File: config.mk
export PLATFORM = sky130hd
export DESIGN_NAME = clk_divider_multi
export DESIGN_NICKNAME = d
export VERILOG_FILES = /design/src/rtl/clk_divider_multi.sv
export SDC_FILE = /design/constraint.sdc
export NUM_CORES = 2
export LEC_CHECK = 0
export ABC_AREA = 1
export CAP_MARGIN = 20
export CELL_PAD_IN_SITES_DETAIL_PLACEMENT = 1
export CELL_PAD_IN_SITES_GLOBAL_PLACEMENT = 1
export CORE_MARGIN = 3
export CORE_UTILIZATION = 25
export CTS_BUF_LIST = sky130_fd_sc_hd__clkbuf_8
export CTS_CLUSTER_DIAMETER = 30
export DETAILED_ROUTE_END_ITERATION = 10
export DONT_BUFFER_PORTS = 1
export PLACE_DENSITY = 0.49
export REMOVE_ABC_BUFFERS = 1
export SYNTH_ARGS = -nofsm -noshare
export SYNTH_HDL_FRONTEND = slang
export SYNTH_SLANG_ARGS = --single-unit
File: constraint.sdc
create_clock -name clk_in -period 4.1 [get_ports clk_in]
set_clock_uncertainty 0.1 [all_clocks]
set_input_delay 0.41 -clock clk_in [delete_from_list [all_inputs] [get_ports clk_in]]
set_output_delay 0.41 -clock clk_in [all_outputs]
set_load 0.02 [all_outputs]
File: src/rtl/clk_divider_multi.sv
// clk_divider_multi
// -----------------
// Bank of independent programmable clock dividers, all running from one
// source clock. Each channel makes a registered square wave (clk_div) and a
// registered one-cycle pulse (tick) once per period. Divisor changes go
// through a pending register. The pending value only becomes active at the
// end of the channel's current period, so the output never glitches.
//
// Ports
//   clk_in   : source clock; all logic runs on its rising edge
//   rst      : synchronous, active-high reset
//   en       : global count enable (counters and clk_div hold while low)
//   sync     : restarts every channel at count 0 and applies any pending
//              divisor immediately
//   wr_en    : divisor write strobe
//   wr_ch    : channel index for the write; indices >= CHANNELS are ignored
//   wr_data  : new divisor value (0 stops the channel, 1 gives constant high)
//   clk_div  : per-channel divided square wave
//   tick     : per-channel pulse, high in the cycle after a period wraps
//   pending  : per-channel flag, high while a written divisor is not yet active
module clk_divider_multi #(
    parameter int CHANNELS     = 4,
    parameter int WIDTH        = 32,
    parameter int SRC_FREQ     = 100_000_000,
    parameter int DEFAULT_FREQ = 100,
    localparam int CH_W        = (CHANNELS > 1) ? $clog2(CHANNELS) : 1
) (
    input  logic                clk_in,
    input  logic                rst,
    input  logic                en,
    input  logic                sync,
    input  logic                wr_en,
    input  logic [CH_W-1:0]     wr_ch,
    input  logic [WIDTH-1:0]    wr_data,
    output logic [CHANNELS-1:0] clk_div,
    output logic [CHANNELS-1:0] tick,
    output logic [CHANNELS-1:0] pending
);

    // Divisor loaded into every channel at reset.
    localparam logic [WIDTH-1:0] DEFAULT_DIV = WIDTH'(SRC_FREQ / DEFAULT_FREQ);

    genvar gi;
    generate
        for (gi = 0; gi < CHANNELS; gi++) begin : g_ch
            localparam logic [CH_W-1:0] CH_IDX = CH_W'(gi);

            logic [WIDTH-1:0] cnt_reg;
            logic [WIDTH-1:0] cnt_next;
            logic [WIDTH-1:0] act_reg;
            logic [WIDTH-1:0] act_next;
            logic [WIDTH-1:0] pend_reg;
            logic [WIDTH-1:0] pend_next;
            logic             pending_reg;
            logic             pending_next;
            logic             div_reg;
            logic             div_next;
            logic             tick_reg;
            logic             tick_next;
            logic             hit;
            logic             wrap;

            // An out-of-range wr_ch never matches any generated index.
            // That is how writes to channels that do not exist are dropped.
            assign hit  = wr_en && (wr_ch == CH_IDX);

            // Last count of the period. The en and act != 0 conditions are
            // covered by the branch that uses this signal.
            assign wrap = (cnt_reg == (act_reg - WIDTH'(1)));

            always_comb begin
                cnt_next     = cnt_reg;
                act_next     = act_reg;
                pend_next    = pend_reg;
                pending_next = pending_reg;
                div_next     = div_reg;
                tick_next    = 1'b0;

                if (sync) begin
                    // Phase restart. A write on the same edge is applied
                    // straight away together with the restart.
                    cnt_next = '0;
                    div_next = 1'b0;
                    if (hit) begin
                        act_next     = wr_data;
                        pend_next    = wr_data;
                        pending_next = 1'b0;
                    end else if (pending_reg) begin
                        act_next     = pend_reg;
                        pending_next = 1'b0;
                    end
                end else if (act_reg == '0) begin
                    // Stopped channel. There is no running period to finish,
                    // so a new divisor takes effect immediately.
                    cnt_next = '0;
                    div_next = 1'b0;
                    if (hit) begin
                        act_next     = wr_data;
                        pend_next    = wr_data;
                        pending_next = 1'b0;
                    end
                end else begin
                    if (en) begin
                        if (wrap) begin
                            cnt_next  = '0;
                            tick_next = 1'b1;
                            // Divisor handover happens only here, on a
                            // period boundary. The value used is the one
                            // pending before this edge; a write on this
                            // same edge stays pending below.
                            if (pending_reg) begin
                                act_next     = pend_reg;
                                pending_next = 1'b0;
                            end
                        end else begin
                            cnt_next = cnt_reg + WIDTH'(1);
                        end
                        // Compare against the divisor that will be active
                        // after this edge. That way the first period after a
                        // handover already has the new duty split.
                        div_next = (cnt_next >= (act_next >> 1));
                    end
                    if (hit) begin
                        pend_next    = wr_data;
                        pending_next = 1'b1;
                    end
                end
            end

            always_ff @(posedge clk_in) begin
                if (rst) begin
                    cnt_reg     <= '0;
                    act_reg     <= DEFAULT_DIV;
                    pend_reg    <= DEFAULT_DIV;
                    pending_reg <= 1'b0;
                    div_reg     <= 1'b0;
                    tick_reg    <= 1'b0;
                end else begin
                    cnt_reg     <= cnt_next;
                    act_reg     <= act_next;
                    pend_reg    <= pend_next;
                    pending_reg <= pending_next;
                    div_reg     <= div_next;
                    tick_reg    <= tick_next;
                end
            end

            assign clk_div[gi] = div_reg;
            assign tick[gi]    = tick_reg;
            assign pending[gi] = pending_reg;
        end
    endgenerate

endmodule

==> results.yml <==
status:
  status: "complete, but fails checks"
  violations: "negative setup slack"
setup_path:
  end_kind: "flop"
  cp_max_fo: 8
  crit_type: "reg -> reg"
  path_common_cell: "nand2_1"
  cp-start-kind: "flop"
  critPathSlowestCell: "dfxtp_2"
  required_ns: 4.76
  critPathArrivalTime_ns: 4.82
  crit_path_max_incr_delay_ns: 0.33
place:
  dpl_cell_area_sq_um: 39300
  io_buffers: 0
  gp_congestion: 0.908
  dp_hpwl_microns: 133000
  dp_cells: 7808
  pre_cts_ws_ns: -0.333
cells_and_area:
  final_area_sq_um: 45800
  nFillCells: 17445
  area_delta_synth_final_pct: 32.8
  nNetsFinal: 6502
  drive_above_1_share: 0.217
  fin_cells: 8238
yosys:
  netlist_area_sq_um: 34500
  avgSynthCellArea_sq_um: 5.93
  synth_compound_area_frac: 0.170
  synth.most_common_cell: "nand2_1"
  synthFlopType: "dfxtp_1"
  synth-simple-area-share: 0.381
  synth_edf_count: 0
  netlist-cell-type-count: 60
  synth-xor-area-share: 0.0546
  yosys-top-cells-count: "1,516 x nand2_1, 711 x nor2_1, 678 x inv_1"
  synthMuxAreaShare: 0.00203
  synth_area_leaders: "dfxtp_1 23%, nand2_1 16%, nor2_1 7.7%"
  synth_area_leader_cell: "dfxtp_1"
  yosysTopAreaCellShare: 0.230
  yosys_warnings: 0
  synthAdderAreaFrac: 0.0479
  synth_seq_cells: 396
  synth_top_family_by_area: "simple AND/OR/NAND/NOR gates"
  syn_inst: 5821
  synth-seq-area-share: 0.230
  async_flop_share: 0
floorplan:
  die_h_microns: 377
  die_w_microns: 377
  die_area_sq_um: 142000
  start_util: 0.253
  core_sq_um: 136000
  row_count: 135
  ios: 51
timing:
  layout_setup_ws_ns: -0.0589
  finalCritPeriodShare: 1.01
  rsz0062_at_grt: "true"
  hold_viol: 0
  slew_headroom: 0.105
  fin_crit_ns: 4.16
  slew_viol_final: 0
  tightest_slew_ns: 1.34
  setup_tns_ns: -0.0589
  clock.fmax_ghz: 0.240
  setup_viol: 1
cts:
  cts_sinks: 396
  clk_latency_ns: 0.89
  cts.htree.levels: 4
  root_buffer: "clkbuf_8"
  path_clk_slew_ns: 0.04
  cts_made_buffers: 159
  cts_tree: "yes"
  cts.path.max_buffers: 3
grt:
  antenna_found_initial: 23
  grt_max_degree: 203
  grt_overflow: 0
  grt_pass1_vias: 40682
  gr-usage-all-layers: 0.249
  grt_pass1_wl_microns: 267000
drt:
  vias: 40749
  post-route-drc-count: 0
  wirelength_microns: 182000
  first_iter_violations: 2207
  viasPerCell: 4.95
  routedWlPerCell_microns: 22.1
  dr.pass1.iters: 5
  antenna_left: 0
power:
  power.leakage_nw: 21.5
  p_per_area_nw_per_um2: 323
  peakVddDrop_uv: 330
min_path:
  min_path_type: "in -> reg"
flow_run:
  cap_violations: 0
## metrics by stage
step	power, W	hold slack (ns)	utilization
floorplan	0.00605	0.321	-
global placement	0.00722	0.334	0.288
detailed placement	0.00724	0.338	0.288
CTS	0.0148	0.00244	0.319
global route	0.0156	0.0568	0.336
finish	0.0148	0.101	0.336
## metal layers
layer	routed length, microns	global-route usage	vias up
met5	54	0	-
met1	87700	0.341	19868
met3	6800	0.0358	272
met2	82600	0.401	710
met4	5300	0.0762	6
li1	-	-	19893
## power by group
| part | switching, W | internal, W | total (W) |
|---|---|---|---|
| Sequential | 0.000261 | 0.00405 | 0.00431 |
| Clock | 0.00269 | 0.00432 | 0.00701 |
| Combinational | 0.00220 | 0.00127 | 0.00347 |
| Total | 0.00515 | 0.00963 | 0.0148 |
## critical path, delay by kind of cell (launching register included)
family,cells,cell delay [ns]
AOI/OAI and AO/OA,2,0.30
adders and majority gates,2,0.36
buffers and inverters,7,0.69
DFF,1,0.33
and+or+nand+nor,23,2.26
## path summary, 6_finish.rpt
check / from / end / slack, ns / cells after the start
max: g_ch[2].act_reg[0] / g_ch[2].div_reg / -0.06 / 34
min: wr_ch[1] / g_ch[0].pend_reg[0] / 0.10 / 4
max reg2reg: g_ch[2].act_reg[0] / g_ch[2].div_reg / -0.06 / 34
min reg2reg: g_ch[1].pend_reg[14] / g_ch[1].pend_reg[14] / 0.35 / 1
## cell type report
class                   instances  area, sq um  area share
diodes                         10         25.0    0.000546
clock buffers                 202         2780      0.0607
clock inverters                75          342     0.00745
inverters                     718         2740      0.0597
multi-input cells            4438        24400       0.532
flip-flops and latches        396         8000       0.174
well taps                    1781         2230      0.0486
repair buffers                618         5320       0.116
## repair_timing
action	4_1_cts	5_1_grt
hold buffers	47	0
buffers inserted	27	66
endpoints found under the setup margin	4	4
endpoints found under the hold margin	371	0
resized for setup	104	450
cloned	1	4
pin swaps	32	170
## cell usage in the layout, fill, tap and decap left out, types with 16 or more instances in the layout
cell type      count
buf_4            504
o21ai_2           18
inv_1            717
or2_2             22
nor2_1           603
xnor2_1           61
nor3_2            16
nand3b_1          26
nand2_2          118
nor3_1            49
ha_4              35
dfxtp_1          348
o21ai_1           31
nor2_2           103
a21oi_2           19
dfxtp_2           45
inv_2             46
a21oi_1          434
buf_12            22
ha_1              96
o21ai_0          451
nand3_1          282
dlygate4sd3_1     44
nand4_1          114
nand2_4           22
nor2_4            67
clkbuf_8         202
o21bai_1          24
buf_6             32
nand2_1         1417
nand3_2           28
and2_1            32
o211ai_1          22
nor4_1            41
a211oi_1          35
xor2_1           146
## kinds of logic (layout without fill, tap and decap cells)
| family | after synthesis | after routing |
|---|---|---|
| buf+inv | 988 | 1613 |
| compound gates | 1090 | 1090 |
| xor+xnor | 215 | 215 |
| flops | 396 | 396 |
| simple gates | 2993 | 2994 |
| fa+ha+maj | 132 | 132 |
| mux | 7 | 7 |
| other cells | 0 | 10 |
No activity file was read; power rests on OpenSTA's default activity.
